==> config.mk <==
export PLATFORM = sky130hd
export DESIGN_NAME = tqvp_mux_display_scanner_flat
export DESIGN_NICKNAME = d
export VERILOG_FILES = /design/src/rtl/tqvp_mux_display_scanner_if.sv /design/src/rtl/tqvp_mux_display_scanner.sv /design/src/flat_wrapper.sv
export SDC_FILE = /design/constraint.sdc
export NUM_CORES = 1
export LEC_CHECK = 0
export BUFFER_PORTS_ARGS = -buffer_cell sky130_fd_sc_hd__buf_2
export CORE_ASPECT_RATIO = 0.75
export CORE_MARGIN = 8
export CORE_UTILIZATION = 55
export CTS_CLUSTER_SIZE = 12
export DETAILED_ROUTE_END_ITERATION = 16
export GPL_TIMING_DRIVEN = 0
export PLACE_DENSITY = 0.82
export SYNTH_ARGS = -nofsm -noshare
export SYNTH_HDL_FRONTEND = slang
export SYNTH_SLANG_ARGS = --single-unit
==> constraint.sdc <==
create_clock -name clk -period 3.3 [get_ports clk]
set_clock_uncertainty 0.15 [all_clocks]
set_input_delay 0.495 -clock clk [delete_from_list [all_inputs] [get_ports clk]]
set_output_delay 0.495 -clock clk [all_outputs]
set_load 0.05 [all_outputs]
==> src/rtl/tqvp_mux_display_scanner_if.sv <==
// ============================================================================
//  Module      : tqvp_mux_display_scanner_if
//  Description : TinyQV peripheral register bus seen by the display scanner.
//  Revision    : 1.0  initial release
// ============================================================================
`default_nettype none

interface tqvp_mux_display_scanner_if;
    logic [3:0] address;
    logic       data_write;
    logic [7:0] data_in;
    logic [7:0] data_out;

    modport master (
        output address,
        output data_write,
        output data_in,
        input  data_out
    );

    modport slave (
        input  address,
        input  data_write,
        input  data_in,
        output data_out
    );
endinterface

`default_nettype wire

==> src/rtl/tqvp_mux_display_scanner.sv <==
// ============================================================================
//  Module      : tqvp_mux_display_scanner
//  Description : Time-multiplexed multi-digit 7-segment scanner with double
//                buffered digits, leading-zero suppression and PWM brightness.
//                Optional macro TQVP_SCAN_FRAME_IRQ_EN adds the frame pulse.
//  Revision    : 1.0  initial release
// ============================================================================
`default_nettype none

module tqvp_mux_display_scanner #(
    parameter int NUM_DIGITS = 4,
    parameter int PRESCALE_W = 8
) (
    input  wire                       clk,
    input  wire                       rst_n,
    tqvp_mux_display_scanner_if.slave bus,
    output logic [7:0]                seg_out,
    output logic [NUM_DIGITS-1:0]     dig_out,
    output logic                      frame_irq
);

    localparam int              c_IDX_W    = (NUM_DIGITS > 1) ? $clog2(NUM_DIGITS) : 1;
    localparam logic [c_IDX_W-1:0] c_LAST  = c_IDX_W'(NUM_DIGITS - 1);
    localparam logic [5:0]      c_CTRL_RST = 6'h32;

    logic [5:0]            r_shadow [NUM_DIGITS];
    logic [5:0]            r_active [NUM_DIGITS];
    logic [5:0]            r_ctrl;
    logic [PRESCALE_W-1:0] r_presc;
    logic [PRESCALE_W-1:0] r_count;
    logic [3:0]            r_bright;
    logic [3:0]            r_phase;
    logic [c_IDX_W-1:0]    r_index;

    logic w_en, w_sal, w_lzs, w_lt, w_dal, w_cim;
    logic w_wr_digit, w_wr_ctrl, w_wr_presc, w_wr_bright;
    logic w_tick, w_commit, w_lit, w_blank, w_upper_zero, w_frame_flag;
    logic [5:0]            w_cur;
    logic [7:0]            w_seg;
    logic [NUM_DIGITS-1:0] w_dig;
    logic                  w_unused_bits;

    assign {w_cim, w_dal, w_lt, w_lzs, w_sal, w_en} = r_ctrl;
    assign w_unused_bits = ^bus.data_in[7:6];

    assign w_wr_digit  = bus.data_write && (32'(bus.address) < NUM_DIGITS);
    assign w_wr_ctrl   = bus.data_write && (bus.address == 4'hC);
    assign w_wr_presc  = bus.data_write && (bus.address == 4'hD);
    assign w_wr_bright = bus.data_write && (bus.address == 4'hE);

    assign w_tick   = w_en && (r_count == r_presc);
    assign w_commit = w_tick && (r_phase == 4'hF) && (r_index == c_LAST);

    function automatic logic [6:0] hex_font(input logic [3:0] v);
        case (v)
            4'h0: hex_font = 7'h3F;  4'h1: hex_font = 7'h06;
            4'h2: hex_font = 7'h5B;  4'h3: hex_font = 7'h4F;
            4'h4: hex_font = 7'h66;  4'h5: hex_font = 7'h6D;
            4'h6: hex_font = 7'h7D;  4'h7: hex_font = 7'h07;
            4'h8: hex_font = 7'h7F;  4'h9: hex_font = 7'h6F;
            4'hA: hex_font = 7'h77;  4'hB: hex_font = 7'h7C;
            4'hC: hex_font = 7'h39;  4'hD: hex_font = 7'h5E;
            4'hE: hex_font = 7'h79;  default: hex_font = 7'h71;
        endcase
    endfunction

    always_ff @(posedge clk or negedge rst_n) begin
        if (!rst_n) begin
            for (int i = 0; i < NUM_DIGITS; i++) r_shadow[i] <= 6'h00;
            r_ctrl   <= c_CTRL_RST;
            r_presc  <= PRESCALE_W'(32'hFF);
            r_bright <= 4'hF;
        end else begin
            if (w_wr_digit)  r_shadow[bus.address[c_IDX_W-1:0]] <= bus.data_in[5:0];
            if (w_wr_ctrl)   r_ctrl   <= bus.data_in[5:0];
            if (w_wr_presc)  r_presc  <= PRESCALE_W'(bus.data_in);
            if (w_wr_bright) r_bright <= bus.data_in[3:0];
        end
    end

    // Scan engine: prescaler -> 16-step PWM phase -> digit index.
    always_ff @(posedge clk or negedge rst_n) begin
        if (!rst_n) begin
            r_count <= '0;
            r_phase <= 4'h0;
            r_index <= '0;
        end else if (!w_en) begin
            r_count <= '0;
            r_phase <= 4'h0;
            r_index <= '0;
        end else begin
            if (w_wr_presc || w_tick) r_count <= '0;
            else                      r_count <= r_count + 1'b1;
            if (w_tick) begin
                r_phase <= r_phase + 4'h1;
                if (r_phase == 4'hF)
                    r_index <= (r_index == c_LAST) ? '0 : r_index + 1'b1;
            end
        end
    end

    // Active copy samples the pre-write shadow, so a write landing on the
    // commit edge waits for the following commit.
    always_ff @(posedge clk or negedge rst_n) begin
        if (!rst_n) begin
            for (int i = 0; i < NUM_DIGITS; i++) r_active[i] <= 6'h00;
        end else if (!w_en || w_cim || w_commit) begin
            for (int i = 0; i < NUM_DIGITS; i++) r_active[i] <= r_shadow[i];
        end
    end

    always_comb begin
        w_cur        = r_active[r_index];
        w_upper_zero = 1'b1;
        for (int j = 0; j < NUM_DIGITS; j++) begin
            if ((c_IDX_W'(j) >= r_index) && (r_active[j][4:0] != 5'd0))
                w_upper_zero = 1'b0;
        end
        w_blank = w_cur[5] || (w_lzs && (r_index != '0) && w_upper_zero);
        w_lit   = w_en && (r_phase <= r_bright);
        if (!w_lit)       w_seg = 8'h00;
        else if (w_lt)    w_seg = 8'hFF;
        else if (w_blank) w_seg = 8'h00;
        else              w_seg = {w_cur[4], hex_font(w_cur[3:0])};
        w_dig = '0;
        if (w_lit) w_dig[r_index] = 1'b1;
    end

    always_ff @(posedge clk or negedge rst_n) begin
        if (!rst_n) begin
            seg_out <= 8'hFF;
            dig_out <= '1;
        end else begin
            seg_out <= w_seg ^ {8{w_sal}};
            dig_out <= w_dig ^ {NUM_DIGITS{w_dal}};
        end
    end

`ifdef TQVP_SCAN_FRAME_IRQ_EN
    logic r_frame_irq;
    logic r_frame_flag;

    // Set has priority over a clear-by-write on the same edge.
    always_ff @(posedge clk or negedge rst_n) begin
        if (!rst_n) begin
            r_frame_irq  <= 1'b0;
            r_frame_flag <= 1'b0;
        end else begin
            r_frame_irq <= w_commit;
            if (w_commit)
                r_frame_flag <= 1'b1;
            else if (bus.data_write && (bus.address == 4'hF))
                r_frame_flag <= 1'b0;
        end
    end

    assign frame_irq    = r_frame_irq;
    assign w_frame_flag = r_frame_flag;
`else
    assign frame_irq    = 1'b0;
    assign w_frame_flag = 1'b0;
`endif

    always_comb begin
        bus.data_out = 8'h00;
        if (32'(bus.address) < NUM_DIGITS) begin
            bus.data_out = {2'b00, r_shadow[bus.address[c_IDX_W-1:0]]};
        end else begin
            case (bus.address)
                4'hC:    bus.data_out = {2'b00, r_ctrl};
                4'hD:    bus.data_out = 8'(r_presc);
                4'hE:    bus.data_out = {4'h0, r_bright};
                4'hF:    bus.data_out = {w_frame_flag, 4'h0, 3'(r_index)};
                default: bus.data_out = 8'h00;
            endcase
        end
    end

endmodule

`default_nettype wire

==> src/flat_wrapper.sv <==
// flat-port wrapper written by rule: the top's interface ports become plain ports
module tqvp_mux_display_scanner_flat 
#(
    parameter int NUM_DIGITS = 4,
    parameter int PRESCALE_W = 8
)
  (clk, rst_n, seg_out, dig_out, frame_irq, bus_address, bus_data_write, bus_data_in, bus_data_out);
  tqvp_mux_display_scanner_if bus_i ();
  input  wire clk;
  input  wire rst_n;
  output logic [7:0] seg_out;
  output logic [NUM_DIGITS-1:0] dig_out;
  output logic frame_irq;
  input wire logic [$bits(bus_i.address)-1:0] bus_address;
  input wire logic [$bits(bus_i.data_write)-1:0] bus_data_write;
  input wire logic [$bits(bus_i.data_in)-1:0] bus_data_in;
  output wire logic [$bits(bus_i.data_out)-1:0] bus_data_out;
  assign bus_i.address = bus_address;
  assign bus_i.data_write = bus_data_write;
  assign bus_i.data_in = bus_data_in;
  assign bus_data_out = bus_i.data_out;
  tqvp_mux_display_scanner #(.NUM_DIGITS(NUM_DIGITS), .PRESCALE_W(PRESCALE_W)) u_core (.clk(clk), .rst_n(rst_n), .bus(bus_i), .seg_out(seg_out), .dig_out(dig_out), .frame_irq(frame_irq));
endmodule
# == Word-level counts from Yosys, hierarchy flattened ==
# Memory sizes are Yosys's and may differ from the RTL's.
# Cells that the tools add are included.
# totals
register_bits,92
romBits,112
inputBits,15
wordCells,100
n_memories,1
# mem_list
memory,depth,width,rd,rd_clocked_by_memory_dff,write_ports,line_no,source
(name not given),16,7,1,0,0,tqvp_mux_display_scanner.sv:55,case (v)
# op_classes
add_sub_neg,3
n_lt_le_gt_ge,11
n_eq_ne,9
mux,29
bitwise_logic,4
reduce_logical,27
# ops
op,n
$mux W8,6
$pmux W8 S4,1
$mux W6,5
$bmux W6 S2,2
$bwmux W24,1
$eq A4 B4 Y1 const B,5
$reduce_bool A5 Y1,4
$logic_and A1 B1 Y1,16
$demux W6 S2,1
$mux W4,3
$add A8 B1 Y8 const B,1
$eq A8 B8 Y1,1
$mux W2,4
$xor A8 B8 Y8,1
$ge A3 B3 Y1 const B,2
$not A2 Y3,2
$mux W1,5
$add A4 B1 Y4 const B,1
$ge A1 B2 Y1 const A,2
$ge A2 B2 Y1 const A,2
$le A4 B4 Y1,1
$logic_or A1 B1 Y1,4
$lt A4 B3 Y1 const B,1
$ne A2 B2 Y1 const B,2
10 further kinds,10

# == Depth between registers and ports, before layout ==
# Gate-level depths: netlist (run 1).
# logic_depth
word_depth,12
depth_mapped,10

# == Worst setup path after synthesis (run 1) ==
# Ideal clock, no wire load.
# synth_path
path_kind,input-to-output
startpoint,input port bus_address[0]
endpoint,output port bus_data_out[2]
arrival_ps,2382
setup_slack_ps,273
path_stages,6
path_cell_list,clkbuf_1 > buf_2 > mux2i_1 > nor2_1 > a21oi_1 > o21ai_0
# synth_via
elab_chain_cells,5
# synth_lines
item,line_no,source
start: declaration,flat_wrapper.sv:14,input wire logic [$bits(bus_i.address)-1:0] bus_address;
$not A2 Y3 (implied by the code),tqvp_mux_display_scanner.sv:167,"bus.data_out = {2'b00, r_shadow[bus.address[c_IDX_W-1:0]]};"
$bmux W6 S2,tqvp_mux_display_scanner.sv:167,
$mux W6 (implied by the code) (2 in series),tqvp_mux_display_scanner.sv:167,
$mux W8 (*),tqvp_mux_display_scanner.sv:166,if (32'(bus.address) < NUM_DIGITS) begin
end: declaration,flat_wrapper.sv:17,output wire logic [$bits(bus_i.data_out)-1:0] bus_data_out;
# Mark *: on every way between the ends. The rest lies on a longest branch, timed or not. The select of a mux whose other input is x is not followed.

# == Worst setup path after layout (run 1) ==
# Ends and elaborated chain as after synthesis.

==> metrics, run 1 <==
clk sink count=slightly above 90; I/O Buffers=33; via count=3100; post-CTS setup buffers=0; Clock Power Share=0.231; WS Path Type=input port to primary output; Fillers=between 600 and 700; R2R depth=6; initial DRC count=about 240; DIE AREA=12100 um^2; share of cells above drive strength 1=0.394; Warnings, synthesis=0; Worst-Margin Slew=between 700 and 800 ps; CTS Buf Count=9; Final period util=0.883; Internal=2.64 mW; Netlist Area Pre-Place=around 4800 um^2; Cell variety after synth=49; Max Cap Violations=0; later-pin clock latency in the skew report=350 ps; Cell Area, Placed=between 5000 and 6000 um^2; Core Region=8490 um^2; Final setup viols=0; Final HPWL DP=between 7000 and 8000 um; Routed Antenna Nets=0; post-CTS resize count=0; Root Driver=clkbuf_16; n_diodes=0; slack of the worst reg-to-reg path=590 ps; area leader, netlist=dfrtp_1; Reg-to-Reg End=u_core.r_active[5]$_DFFE_PN0P_; Routed Wire Length=roughly 10000 um; pre-CTS WS=389 ps; ys async rst share=1.00; Setup TNS=0 ps; Critical Path Fanout Max=10; Synth Net Count=405; routed vias/inst=about 5.8; vias in the first global route=around 3200; Final Power=4.05 mW; Startpoint Class=input port; Worst setup EP type=primary output; CTS tree=done; largest net degree at the start of global routing=76; required time of the critical path=between 2000 and 3000 ps; DRC Markers=0; crit path launch=bus_address[0]; RSZ-0062 raised after global routing=false; critical path arrival=2270 ps; Post-synth top cells=dfrtp_1, mux2_2, dfstp_2; Final Max Slew Viols=0; Synth top area share=0.337; standard-cell rows=29; H-tree depth=3; Yosys reg bits=92; Syn Area/Cell=12.9 um^2; Initial Utilization=0.569; Critical Path End=bus_data_out[2]; Tot GR Track Use=0.182; Post-synth EDFFs=0; pwr/cell area=approximately 750 nW/um^2; P&R area growth vs syn=12.5%; Top FF cell, synth=dfrtp_1; placed insts=slightly above 500; Final #Nets=between 400 and 500; Seq pwr share=0.422; initial antenna violation count=0; Wirelength per Cell=19.6 um; CTS Hold Bufs=1; Peak VDD IR=roughly 0.57 mV; gpl congestion=0.844; global route overflow=0; Finished Cell Area=between 5000 and 6000 um^2; final worst slack=roughly 390 ps; cell count after synthesis=roughly 370; sequential share of the synthesized area=0.484; Rel. slew slack=0.511; Final Hold Vio Count=0; count leader, synth=dfrtp_1; status=finished, final reports clean; start of the worst register-to-register path=u_core.r_presc[4]$_DFFE_PN1P_; TritonRoute pass-1 iters=4; io pins=36; fmax=about 0.34 GHz; Hold Slack=roughly 230 ps; Leakage Power=2.46 nW; Clock Tree Buf Depth=2; combinational power share=0.346; min Tclk post-route=2910 ps; Final Instance Count excl. Fillers=about 530; Die H=between 90 and 100 um; Die W=between 100 and 150 um; first-pass GRT wire length=approximately 17000 um; switching share of total power=0.349; worst hold path type=input port to flop; P_sw=1.41 mW; Area contributors post-synth=dfrtp_1, dfstp_2, mux2_2; final core occ=0.640; Worst-path clk slew=roughly 60 ps
-- logic make-up after synthesis --
group	Yosys count	synth area share
DFF	92	0.484
muxes	85	0.247
and+or+nand+nor	77	0.0817
AOI/OAI and AO/OA	41	0.0570
buffers and inverters	32	0.0347
xor gates and xnor gates	28	0.0508
adders and majority gates	17	0.0441
other	1	0.000777
-- worst min path at each step --
stage                                                from                              end  cells after the start
after floorplan                                     rst_n   u_core.r_active[0]$_DFFE_PN0P_                      0
after global placement    u_core.r_active[17]$_DFFE_PN0P_  u_core.r_active[17]$_DFFE_PN0P_                      1
after detailed placement                            rst_n    u_core.r_phase[1]$_DFFE_PN0P_                      1
after CTS                                  bus_data_in[7]    u_core.r_presc[7]$_DFFE_PN1P_                      2
after global routing                       bus_data_in[6]    u_core.r_presc[6]$_DFFE_PN1P_                      2
final                                      bus_data_in[7]    u_core.r_presc[7]$_DFFE_PN1P_                      2
-- cells in the final DEF, fill, tap and decap left out, types with 2 or more instances in the layout --
cell / Yosys / final
dfrtp_1: 65 / 65
mux2_2: 43 / 43
buf_2: 4 / 36
dfstp_2: 27 / 27
mux2_4: 20 / 20
nor2_1: 19 / 19
o21ai_0: 18 / 18
nand2_1: 17 / 17
ha_1: 17 / 17
xnor2_1: 15 / 15
mux4_2: 15 / 15
inv_1: 14 / 14
xor2_1: 13 / 13
nand3_1: 12 / 12
clkbuf_1: 6 / 9
clkbuf_16: 0 / 9
mux2i_1: 7 / 7
and3_1: 6 / 6
nor2b_1: 4 / 4
and2_1: 4 / 4
o22ai_1: 3 / 3
nand2b_1: 3 / 3
a21oi_1: 3 / 3
a21boi_0: 3 / 3
nor4_2: 2 / 2
buf_6: 2 / 2
buf_1: 2 / 2
or4_1: 2 / 2
a211oi_1: 2 / 2
o21ai_1: 2 / 2
o31ai_1: 2 / 2
a22o_1: 2 / 2
buf_8: 2 / 2
buf_4: 1 / 2
clkinvlp_4: 0 / 2
-- sequential cells by signal, summed over array words and instances (netlist names) --
name and count:
u_core.r_phase 4, u_core.r_shadow 24, u_core.r_presc 8, u_core.seg_out 8, u_core.dig_out 4, u_core.r_ctrl 6
u_core.r_count 8, u_core.r_index 2, u_core.r_active 24, u_core.r_bright 4
-- layout make-up --
class | instances | area, um^2 | area share
clock buffers | 12 | 236 | 0.0435
multi-input cells | 249 | 2320 | 0.428
flip-flops and latches | 92 | 2340 | 0.430
clock inverters | 4 | 28.8 | 0.00530
inverters | 14 | 52.6 | 0.00967
plain buffers | 18 | 115 | 0.0212
repair buffers | 35 | 205 | 0.0378
well taps | 108 | 135 | 0.0249
-- worst max-delay path, stage by stage --
cell and delay, ps:
clkbuf_1 330, buf_2 410, mux4_2 580, nand2_1 90
o21ai_0 120, buf_2 240
-- power by group through the flow --
| stage | registers (mW) | clock network [mW] | logic (mW) |
|---|---|---|---|
| after floorplan | 1.90 | 0 | 0.890 |
| after global placement | 1.71 | 0 | 1.36 |
| after detailed placement | 1.73 | 0 | 1.41 |
| after CTS | 1.71 | 0.955 | 1.41 |
| after global routing | 1.75 | 1.01 | 1.51 |
| final | 1.71 | 0.937 | 1.40 |
-- per-layer routing --
layer  up-vias  global-route usage  wire length [um]
met1      1573               0.241              4740
met5         -                   0                 0
li1       1423                   -                 -
met4         0              0.0566               153
met3        17              0.0540               664
met2        87               0.281              4860
(Power assumes the default switching activity.)
==> run 2, diff against run 1 <==
--- a/config.mk
+++ b/config.mk
@@ -6,7 +6,7 @@
 export NUM_CORES = 1
 export LEC_CHECK = 0
 export BUFFER_PORTS_ARGS = -buffer_cell sky130_fd_sc_hd__buf_2
-export CORE_ASPECT_RATIO = 0.75
+export CORE_ASPECT_RATIO = 1.5
 export CORE_MARGIN = 8
 export CORE_UTILIZATION = 55
 export CTS_CLUSTER_SIZE = 12
==> metrics, run 2 (synthesis results as in run 1) <==
status=finished, final reports clean; Clock Tree Buf Depth=2; Die H=about 130 um; largest registers=u_core.r_active x24, u_core.r_shadow x24; Wirelength per Cell=between 15 and 20 um; vias in the first global route=roughly 3200; post-CTS resize count=0; n_diodes=0; Worst path max stage delay=slightly below 600 ps; most common cell after layout, fill and taps aside=dfrtp_1; Final Hold Vio Count=0; post-CTS setup buffers=0; Routed Wire Length=between 10000 and 15000 um; Initial Utilization=0.557; R2R depth=6; Core Region=about 8700 um^2; min Tclk post-route=2880 ps; Worst-Margin Slew=623 ps; H-tree depth=3; Final setup viols=0; CTS tree=done; I/O Buffers=33; Die W=92.5 um; CP Cell Sequence=clkbuf_1, buf_2, mux4_2, nand2_1, o31ai_1, buf_2; required time of the critical path=2650 ps; Final Power=about 4.2 mW; most frequent cells in the layout=dfrtp_1, mux2_2, buf_2; standard-cell rows=42; P&R area growth vs syn=13.9%; Crit path top cell by count=buf_2; Final #Nets=451; share of cells above drive strength 1=0.399; Fillers=640; first-pass GRT wire length=about 17000 um; Tot GR Track Use=0.184; pwr/cell area=771 nW/um^2; critical path arrival=2240 ps; Max Cap Violations=0; Crit-path slowest cell=mux4_2; Setup TNS=0 ps; largest net degree at the start of global routing=70; hold path cells=2; global route overflow=0; via count=3090; Root Driver=clkbuf_16; io pins=36; Worst Path Buf+Inv=3; TritonRoute pass-1 iters=4; Final period util=0.874; CTS Hold Bufs=1; DIE AREA=between 10000 and 15000 um^2; WS Path Type=input port to primary output; DRC Markers=0; clk sink count=a little over 90; later-pin clock latency in the skew report=350 ps; Final HPWL DP=about 7600 um; routed vias/inst=5.79; Final Max Slew Viols=0; Routed Antenna Nets=0; worst hold path type=input port to flop; Rel. slew slack=0.583; gpl congestion=slightly below 0.9; fmax=roughly 0.35 GHz; Worst-path clk slew=about 60 ps; initial antenna violation count=0; Critical Path Fanout Max=10; RSZ-0062 raised after global routing=false; Startpoint Class=input port; Peak VDD IR=0.560 mV; Worst setup EP type=primary output; cell family with most CP delay=buffers and inverters; initial DRC count=about 150; Leakage Power=2.49 nW; CTS Buf Count=9; WP depth=6
[run 2: area by class of cell]
cell class / instances / area, um^2 / share of cell area
inverter: 14 / 52.6 / 0.00956
buffer: 18 / 115 / 0.0209
clock buffer: 10 / 239 / 0.0435
multi-input combinational: 249 / 2320 / 0.423
clock inverter: 6 / 87.6 / 0.0159
sequential: 92 / 2340 / 0.425
timing repair buffer: 35 / 205 / 0.0373
tap: 110 / 138 / 0.0250
[run 2: power breakdown]
group	switching [mW]	internal [mW]
Clock	0.426	0.682
Sequential	0.218	1.51
Combinational	0.783	0.621
Total	1.43	2.81
[run 2: worst paths after layout]
kind	to	start	slack, ps
setup / recovery	bus_data_out[5]	bus_address[0]	420
hold / removal	u_core.r_presc[7]$_DFFE_PN1P_	bus_data_in[7]	230
setup reg to reg	u_core.r_active[15]$_DFFE_PN0P_	u_core.r_presc[4]$_DFFE_PN1P_	660
hold reg to reg	u_core.r_active[20]$_DFFE_PN0P_	u_core.r_active[20]$_DFFE_PN0P_	360
max in group asynchronous	u_core.r_ctrl[1]$_DFFE_PN1P_	rst_n	1880
min in group asynchronous	u_core.r_phase[2]$_DFFE_PN0P_	rst_n	460
[run 2: worst reg2reg max path: cells and delay by family (launching register included)]
kind	cells	cell delay [ps]
AND/OR/NAND/NOR	2	640
AO/OA/AOI/OAI	1	560
flip-flops	1	550
multiplexers	1	310
buffers and inverters	1	240
XOR/XNOR	1	80
[run 2: metrics by stage]
stage	hold WS, ps	area [um^2]	utilization	setup WS, ps	cells
after floorplan	49.4	4830	-	273	373
after global placement	340	5130	0.592	442	516
after detailed placement	274	5160	0.595	428	517
after CTS	224	5500	0.634	394	534
after global routing	221	5500	0.634	302	534
final	227	5500	0.634	417	534
[run 2: layer usage]
metal  vias up  GRT usage  share of wire
met4         0     0.0933          0.037
met5         -          0              0
met3        24     0.0446          0.048
met1      1564      0.201           0.40
li1       1425          -              -
met2        77      0.326           0.52
